`config.mk`:
```
export PLATFORM = sky130hd
export DESIGN_NAME = io_conditioner
export DESIGN_NICKNAME = d
export VERILOG_FILES = /design/src/rtl/io_conditioner.sv
export SDC_FILE = /design/constraint.sdc
export NUM_CORES = 1
export LEC_CHECK = 0
export BUFFER_PORTS_ARGS = -buffer_cell sky130_fd_sc_hd__buf_4
export CAP_MARGIN = 20
export CORE_ASPECT_RATIO = 0.9
export CORE_MARGIN = 2
export CORE_UTILIZATION = 34
export CTS_CLUSTER_DIAMETER = 80
export CTS_CLUSTER_SIZE = 25
export DETAILED_ROUTE_END_ITERATION = 6
export GPL_TIMING_DRIVEN = 0
export PLACE_DENSITY = 0.57
export SYNTH_ARGS = -nofsm -noshare
export SYNTH_HDL_FRONTEND = slang
export SYNTH_SLANG_ARGS = --single-unit
export TNS_END_PERCENT = 5
```
`constraint.sdc`:
```
create_clock -name clk -period 2.8 [get_ports clk]
set_input_delay 0.28 -clock clk [delete_from_list [all_inputs] [get_ports clk]]
set_output_delay 0.28 -clock clk [all_outputs]
set_load 0.05 [all_outputs]
```
`src/rtl/io_conditioner.sv`:
```
`default_nettype none
// ============================================================================
// Module      : io_conditioner
// Description : N-channel board input conditioner. For each channel it fixes
//               the pad polarity, synchronises the level, debounces it and
//               produces registered edge pulses. Each channel also has a
//               sticky interrupt-pending bit with enable and acknowledge.
//               The block also generates the SoC reset, which asserts
//               asynchronously and releases synchronously.
// Ports       : clk            - system clock
//               rst            - asynchronous active-high reset
//               raw_in_i       - raw pad levels
//               irq_en_i       - per-channel interrupt enable
//               irq_ack_i      - per-channel pending clear (level, per clk)
//               level_out_o    - debounced active-high level
//               rise_pulse_o   - one-cycle pulse after debounced 0->1
//               fall_pulse_o   - one-cycle pulse after debounced 1->0
//               irq_pend_o     - sticky pending bits
//               irq_any_o      - OR of irq_pend_o
//               sys_resetn_o   - active-low SoC reset
// Options     : IO_COND_BOTH_EDGES_EN - when defined, pending bits are set by
//               both rise and fall pulses. Otherwise only rise pulses set
//               them.
// Revision    : 1.0 - initial release
// ============================================================================
module io_conditioner #(
  parameter int               NCH             = 4,
  parameter int               SYNC_STAGES     = 2,
  parameter int               DEBOUNCE_CYCLES = 250000,
  parameter logic [NCH-1:0]   ACTIVE_LOW_MASK = '0
) (
  input  logic           clk,
  input  logic           rst,
  input  logic [NCH-1:0] raw_in_i,
  input  logic [NCH-1:0] irq_en_i,
  input  logic [NCH-1:0] irq_ack_i,
  output logic [NCH-1:0] level_out_o,
  output logic [NCH-1:0] rise_pulse_o,
  output logic [NCH-1:0] fall_pulse_o,
  output logic [NCH-1:0] irq_pend_o,
  output logic           irq_any_o,
  output logic           sys_resetn_o
);

  localparam int               CNT_W       = $clog2(DEBOUNCE_CYCLES + 1);
  localparam logic [CNT_W-1:0] c_cnt_last  = CNT_W'(DEBOUNCE_CYCLES - 1);

  // Polarity is corrected before the first synchroniser flop. As a result,
  // the all-zero reset state means "inactive" on every channel.
  logic [NCH-1:0] norm;
  assign norm = raw_in_i ^ ACTIVE_LOW_MASK;

  for (genvar g = 0; g < NCH; g++) begin : g_ch
    logic [SYNC_STAGES-1:0] sync_q;
    logic [CNT_W-1:0]       cnt_q;
    logic [CNT_W-1:0]       cnt_d;
    logic                   level_q;
    logic                   level_d;
    logic                   level_dly_q;
    logic                   rise_q;
    logic                   fall_q;
    logic                   pend_q;
    logic                   pend_d;
    logic                   evt;
    logic                   sync_lvl;

    assign sync_lvl = sync_q[SYNC_STAGES-1];

    // Any cycle that agrees with the accepted level restarts the count. This
    // way only an unbroken run of DEBOUNCE_CYCLES mismatches is accepted.
    always_comb begin
      cnt_d   = cnt_q;
      level_d = level_q;
      if (sync_lvl == level_q) begin
        cnt_d = '0;
      end else if (cnt_q == c_cnt_last) begin
        level_d = sync_lvl;
        cnt_d   = '0;
      end else begin
        cnt_d = cnt_q + CNT_W'(1);
      end
    end

`ifdef IO_COND_BOTH_EDGES_EN
    assign evt = rise_q | fall_q;
`else
    assign evt = rise_q;
`endif

    // When an event and an acknowledge arrive together, the set wins.
    // This ensures a fresh event is never lost.
    always_comb begin
      pend_d = pend_q;
      if (evt && irq_en_i[g]) begin
        pend_d = 1'b1;
      end else if (irq_ack_i[g]) begin
        pend_d = 1'b0;
      end
    end

    always_ff @(posedge clk or posedge rst) begin
      if (rst) begin
        sync_q      <= '0;
        cnt_q       <= '0;
        level_q     <= 1'b0;
        level_dly_q <= 1'b0;
        rise_q      <= 1'b0;
        fall_q      <= 1'b0;
        pend_q      <= 1'b0;
      end else begin
        sync_q      <= {sync_q[SYNC_STAGES-2:0], norm[g]};
        cnt_q       <= cnt_d;
        level_q     <= level_d;
        // The edge pulses compare against a delayed copy of the level.
        // Each pulse therefore lands in the cycle after the level changed.
        level_dly_q <= level_q;
        rise_q      <= level_q & ~level_dly_q;
        fall_q      <= ~level_q & level_dly_q;
        pend_q      <= pend_d;
      end
    end

    assign level_out_o[g]  = level_q;
    assign rise_pulse_o[g] = rise_q;
    assign fall_pulse_o[g] = fall_q;
    assign irq_pend_o[g]   = pend_q;
  end

  assign irq_any_o = |irq_pend_o;

  // SoC reset: rst clears the chain at once. Ones then shift in, and release
  // comes on the SYNC_STAGES-th rising edge after rst drops.
  logic [SYNC_STAGES-1:0] rst_chain_q;

  always_ff @(posedge clk or posedge rst) begin
    if (rst) begin
      rst_chain_q <= '0;
    end else begin
      rst_chain_q <= {rst_chain_q[SYNC_STAGES-2:0], 1'b1};
    end
  end

  assign sys_resetn_o = rst_chain_q[SYNC_STAGES-1];

endmodule
`default_nettype wire

```
==> flow_summary.yaml, run 1 <==
yosys:
  syn_inst: 445
  ys_seq_area_share_pct: 54.0
  avgSynthCellArea_um2: 10.6
  yosysWarnings: 0
  synth_common_cells: "102 x dfrtp_1, 77 x nor2_1, 40 x xnor2_1, 28 x nand3_1, 22 x nand2_1"
  syn_area_mm2: 0.00473
  netlist.top_cell.by_area: "dfrtp_1"
  synth_edf_count: 0
  ys_types: 35
  ys_ff_latch: 102
  synth.most_common_cell: "dfrtp_1"
  synthArstFlopShare_pct: 100
  ys_top_cells_by_area: "dfrtp_1 54%, xnor2_1 7.4%, nor2_1 6.1%"
  syn-num-nets: 463
  synth_top_area_share_pct: 54.0
  synth-main-ff-cell: "dfrtp_1"
place:
  place_ws_ns: 0.662
  gp_congestion: 0.795
  port-buffer-count: 31
  dp_hpwl_um: 6080
worst_setup_path:
  start_kind: "register"
  cp.required_ns: 3.03
  endpoint_kind: "register"
  critical_path_class: "reg2reg"
  cp_data_arrival_time_ns: 2.38
  path_max_fanout: 10
route:
  first_pass_iters: 4
  drcViolationCount: 0
  antenna_left: 0
  drt-total-wl_um: 8660
  via_per_inst: 4.89
  via_count: 3247
  drt_iter0_drc: 198
  avgRoutedWirePerCell_um: 13.0
timing:
  worst_clock_skew_ns: 0.00893
  worst_slack_ns: 0.655
  maxClockFrequency_ghz: 0.466
  min_period_ns: 2.15
  worstMarginPinSlew_ns: 0.620
  hold_violations: 0
  grt_setup_unrepaired: "false"
  report.final.slew_viol_count: 0
  relSlewSlack_pct: 58.5
  period_share_pct: 76.6
  fin_setup_tns_ns: 0
  setup_violations: 0
global_route:
  first_global_vias: 3229
  grt_max_degree: 41
  grt_antenna_before_repair: 0
  grt_usage_pct: 12.8
  grt_overflow: 0
  grt_pass1_wl_um: 15200
cells_and_area:
  seqCellArea_mm2: 0.00255
  area_growth_pct: 18.0
  fillers: 1302
  drive_above_1_share_pct: 16.9
  diodes: 0
  multiInputGateArea_mm2: 0.00195
  final_nets: 509
floorplanning:
  rows: 40
  dieHeight_um: 116
  initial_core_util_pct: 35.1
  ios: 32
  die_w_um: 128
  design.core.area_mm2: 0.0135
  dieArea_mm2: 0.0149
clock_tree:
  clkSinkCount: 102
  cts_buffers: 9
  cts_root_buf: "clkbuf_16"
  cts_tree: "yes"
  cts_max_level: 3
  clock_latency_ns: 0.34
  cts.clk_slew.worst_paths_ns: 0.07
  clockBufferDepth: 2
power_and_ir_drop:
  power_density_mw_per_mm2: 534
  power_leakage_nw: 2.44
  vdd_ir_drop_max_v: 0.000314
min_path:
  hp-class: "in2reg"
status:
  status: "finished, final reports clean"
flow_run:
  maxCapViolations: 0
[kinds of logic after synthesis]
family	count (synthesis)	share of synthesized area, %
xor gates and xnor gates	61	11.3
DFF	102	54.0
other	1	0.0793
buffers and inverters	38	4.76
muxes	4	0.953
AOI/OAI and AO/OA	22	4.39
adders and majority gates	4	1.06
and+or+nand+nor	213	23.5
[layout by cell type (no fill, tap or decap), types with 8 or more instances in the layout]
cell type | Yosys | routed
and4_1 | 8 | 8
buf_4 | 18 | 49
clkbuf_16 | 0 | 9
dfrtp_1 | 102 | 102
inv_1 | 17 | 16
nand2_1 | 22 | 22
nand3_1 | 28 | 28
nand4_1 | 20 | 20
nor2_1 | 77 | 77
nor2b_1 | 11 | 11
nor3_1 | 11 | 11
nor4_1 | 19 | 19
xnor2_1 | 40 | 40
xor2_1 | 21 | 21
[flip-flops by register name, summed over array words and instances, names as in the netlist]
signal	flops
g_ch.cnt_q	72
g_ch.sync_q	8
g_ch.evt	4
g_ch.fall_q	4
g_ch.level_dly_q	4
g_ch.level_q	4
g_ch.pend_q	4
rst_chain_q	2
[power by group]
| group | switching (mW) | internal, mW | total [mW] | leakage, nW |
|---|---|---|---|---|
| sequential | 0.0184 | 1.49 | 1.51 | 1.39 |
| clock | 0.542 | 0.808 | 1.35 | 0.148 |
| combinational | 0.0675 | 0.0464 | 0.114 | 0.895 |
[critical path: stages, from the launching register on]
cell,delay [ns]
dfrtp_1,0.44
nor4_1,0.30
nand4_1,0.24
o41ai_4,0.70
buf_4,0.29
nor2_1,0.06
[layout make-up]
cell class | instances | area share [%]
clock inverter | 5 | 1.48
sequential | 102 | 45.8
buffer | 21 | 2.89
inverter | 17 | 1.21
clock buffer | 11 | 4.35
timing repair buffer | 35 | 5.56
tap | 168 | 3.77
multi-input combinational | 305 | 35.0
[through the flow]
step | instances | hold WS (ns) | utilization [%] | instance area [um2] | total power [mW]
floorplan | 445 | 0.311 | - | 4730 | 1.61
global placement | 644 | 0.332 | 38.4 | 5170 | 1.64
detailed placement | 647 | 0.326 | 38.9 | 5240 | 1.66
CTS | 664 | 0.0297 | 41.4 | 5580 | 3.03
global route | 664 | 0.0234 | 41.4 | 5580 | 3.11
finish | 664 | 0.0428 | 41.4 | 5580 | 2.98
[what timing repair did]
action	in CTS	in global routing
resized for setup	0	0
hold endpoints to repair	16	0
buffers inserted	0	0
hold buffers	1	0
[worst paths after layout]
path,start,end,slack (ns),cells after the start
max,g_ch[0].cnt_q[10],g_ch[0].cnt_q[8],0.65,5
min,raw_in_i[1],g_ch[1].sync_q[0],0.04,1
max reg2reg,g_ch[0].cnt_q[10],g_ch[0].cnt_q[8],0.65,5
min reg2reg,rst_chain_q[0],rst_chain_q[1],0.35,0
max in group asynchronous,rst,g_ch[3].cnt_q[8],1.64,5
min in group asynchronous,rst,g_ch[1].cnt_q[16],0.51,3
[routing by layer]
metal  global-route usage, %  vias up  routed length (um)
li1                        -     1615                   -
met1                    16.7     1578                4140
met2                    20.6       47                4100
met3                    4.20        7                 336
met4                    3.30        0                  81
met5                       0        -                   0
Note: power is estimated with default switching activity, not from simulation.
==> run 2: changes to the inputs <==
--- a/config.mk
+++ b/config.mk
@@ -14,7 +14,7 @@
 export CTS_CLUSTER_SIZE = 25
 export DETAILED_ROUTE_END_ITERATION = 6
 export GPL_TIMING_DRIVEN = 0
-export PLACE_DENSITY = 0.57
+export PLACE_DENSITY = 0.55
 export SYNTH_ARGS = -nofsm -noshare
 export SYNTH_HDL_FRONTEND = slang
 export SYNTH_SLANG_ARGS = --single-unit
==> constraint.sdc (replaced) <==
create_clock -name clk -period 2.25 [get_ports clk]
set_input_delay 0.225 -clock clk [delete_from_list [all_inputs] [get_ports clk]]
set_output_delay 0.225 -clock clk [all_outputs]
set_load 0.05 [all_outputs]
==> run 2 against run 1 <==
Compared with the run above: largest power group unchanged; critical path depth is the same; clock-buffer cell count grew 1; worst hold slack lost 0.0033 ns.
==> flow_summary.yaml, run 2 (same netlist as run 1, synthesis figures left out) <==
status:
  status: "finished, final reports clean"
timing:
  hold_violations: 0
  setup_violations: 0
  min_period_ns: 2.11
  period_share_pct: 93.6
  fin_setup_tns_ns: 0
  grt_setup_unrepaired: "false"
  relSlewSlack_pct: 43.8
  worst_clock_skew_ns: 0.00517
  report.final.slew_viol_count: 0
  maxClockFrequency_ghz: 0.475
  worstMarginPinSlew_ns: 0.842
worst_setup_path:
  timing.critical_path.buf_inv: 1
  path_max_fanout: 10
  cpMaxStageDelayCell: "o41ai_4"
  cp.required_ns: 2.48
  endpoint_kind: "register"
  critical_path_class: "reg2reg"
  cp_data_arrival_time_ns: 2.34
  critPathTopFamily: "compound AO/OA/AOI/OAI gates"
  worstPathCellList: "nor4_1, nand4_1, o41ai_4, buf_4, nor2_1"
  max_stage_delay_ns: 0.66
  start_kind: "register"
floorplanning:
  design.core.area_mm2: 0.0135
  dieHeight_um: 116
  ios: 32
  dieArea_mm2: 0.0149
  rows: 40
  initial_core_util_pct: 35.1
  die_w_um: 128
clock_tree:
  cts_max_level: 3
  cts_buffers: 9
  clock_latency_ns: 0.35
  clkSinkCount: 102
  cts_root_buf: "clkbuf_16"
  cts-resized-gates: 0
  cts.clk_slew.worst_paths_ns: 0.07
  cts_tree: "yes"
  clockBufferDepth: 2
route:
  via_count: 3249
  via_per_inst: 4.87
  drt_iter0_drc: 182
  avgRoutedWirePerCell_um: 12.7
  first_pass_iters: 4
  drcViolationCount: 0
  antenna_left: 0
  drt-total-wl_um: 8490
place:
  dp_hpwl_um: 5990
  port-buffer-count: 31
  gp_congestion: 0.794
cells_and_area:
  final_cell_mix: "102 x dfrtp_1, 77 x nor2_1, 50 x buf_4"
  drive_above_1_share_pct: 16.8
  fillers: 1286
  final_nets: 512
  largest_reg_flops: 72
  area_growth_pct: 18.4
  final_common_cell: "dfrtp_1"
  reg_top3: "g_ch.cnt_q: 72 flops, g_ch.sync_q: 8 flops"
  largest-register: "g_ch.cnt_q"
  diodes: 0
min_path:
  hp-class: "in2async"
global_route:
  grt_usage_pct: 12.6
  grt_antenna_before_repair: 0
  first_global_vias: 3137
  grt_overflow: 0
  grt_max_degree: 41
  grt_pass1_wl_um: 14800
power_and_ir_drop:
  power_density_mw_per_mm2: 669
  vdd_ir_drop_max_v: 0.000389
  finalPower_mw: 3.74
  power_leakage_nw: 2.46
flow_run:
  maxCapViolations: 0
run 2: cell count changes in the layout (fill, tap and decap cells not counted), sizes merged:
cell / delta
clkinvlp: -3
clkinv: +1
clkbuf: +1
inv: +1
dlygate4sd3: +3
run 2: final cells by class:
cell class | count | area (um2) | share of cell area, %
buffer | 21 | 161 | 2.88
inverter | 17 | 67.6 | 1.21
clock buffer | 12 | 256 | 4.58
multi-input combinational | 305 | 1950 | 34.8
tap | 168 | 210 | 3.76
sequential | 102 | 2550 | 45.6
clock inverter | 4 | 77.6 | 1.39
timing repair buffer | 38 | 320 | 5.72
run 2: repair_timing:
action	in CTS	in global routing
endpoints found under the setup margin	0	10
hold endpoints to repair	4	0
hold buffers	4	0
setup buffers	0	1
run 2: layer usage:
metal | wire length (um) | track usage [%]
met4 | 187 | 6.37
met2 | 3780 | 19.1
met1 | 4170 | 17.3
met5 | 0 | 0
met3 | 353 | 2.35
run 2: path summary, 6_finish.rpt:
path,depth (start not counted),slack [ns],end,startpoint
max,5,0.14,g_ch[0].cnt_q[11],g_ch[0].cnt_q[10]
min,2,0.04,g_ch[2].cnt_q[10],rst
max reg2reg,5,0.14,g_ch[0].cnt_q[11],g_ch[0].cnt_q[10]
min reg2reg,0,0.35,g_ch[3].sync_q[1],g_ch[3].sync_q[0]
max in group asynchronous,3,1.56,g_ch[3].evt,rst
min in group clk,2,0.06,g_ch[2].pend_q,irq_ack_i[2]
run 2: stage by stage:
| step | hold WS (ns) | area [um2] | setup WS [ns] | util, % | instances |
|---|---|---|---|---|---|
| 2_1_floorplan | 0.256 | 4730 | 0.379 | - | 445 |
| 3_3_place_gp | 0.334 | 5170 | 0.118 | 38.4 | 644 |
| 3_5_place_dp | 0.336 | 5210 | 0.130 | 38.7 | 646 |
| 4_1_cts | 0.0516 | 5590 | 0.124 | 41.5 | 666 |
| 5_1_grt | 0.0559 | 5600 | 0.0201 | 41.6 | 667 |
| 6_report | 0.0395 | 5600 | 0.144 | 41.6 | 667 |
run 2: where the power goes:
part,leakage [nW],switching (mW),internal (mW)
combinational,0.900,0.0833,0.0574
clock,0.163,0.678,1.04
sequential,1.39,0.0228,1.86
run 2: worst register-to-register path, stage by stage, from the launching register on:
cell and delay [ns]:
dfrtp_1 0.44, nor4_1 0.30, nand4_1 0.24, o41ai_4 0.66, buf_4 0.28, nor2_1 0.06
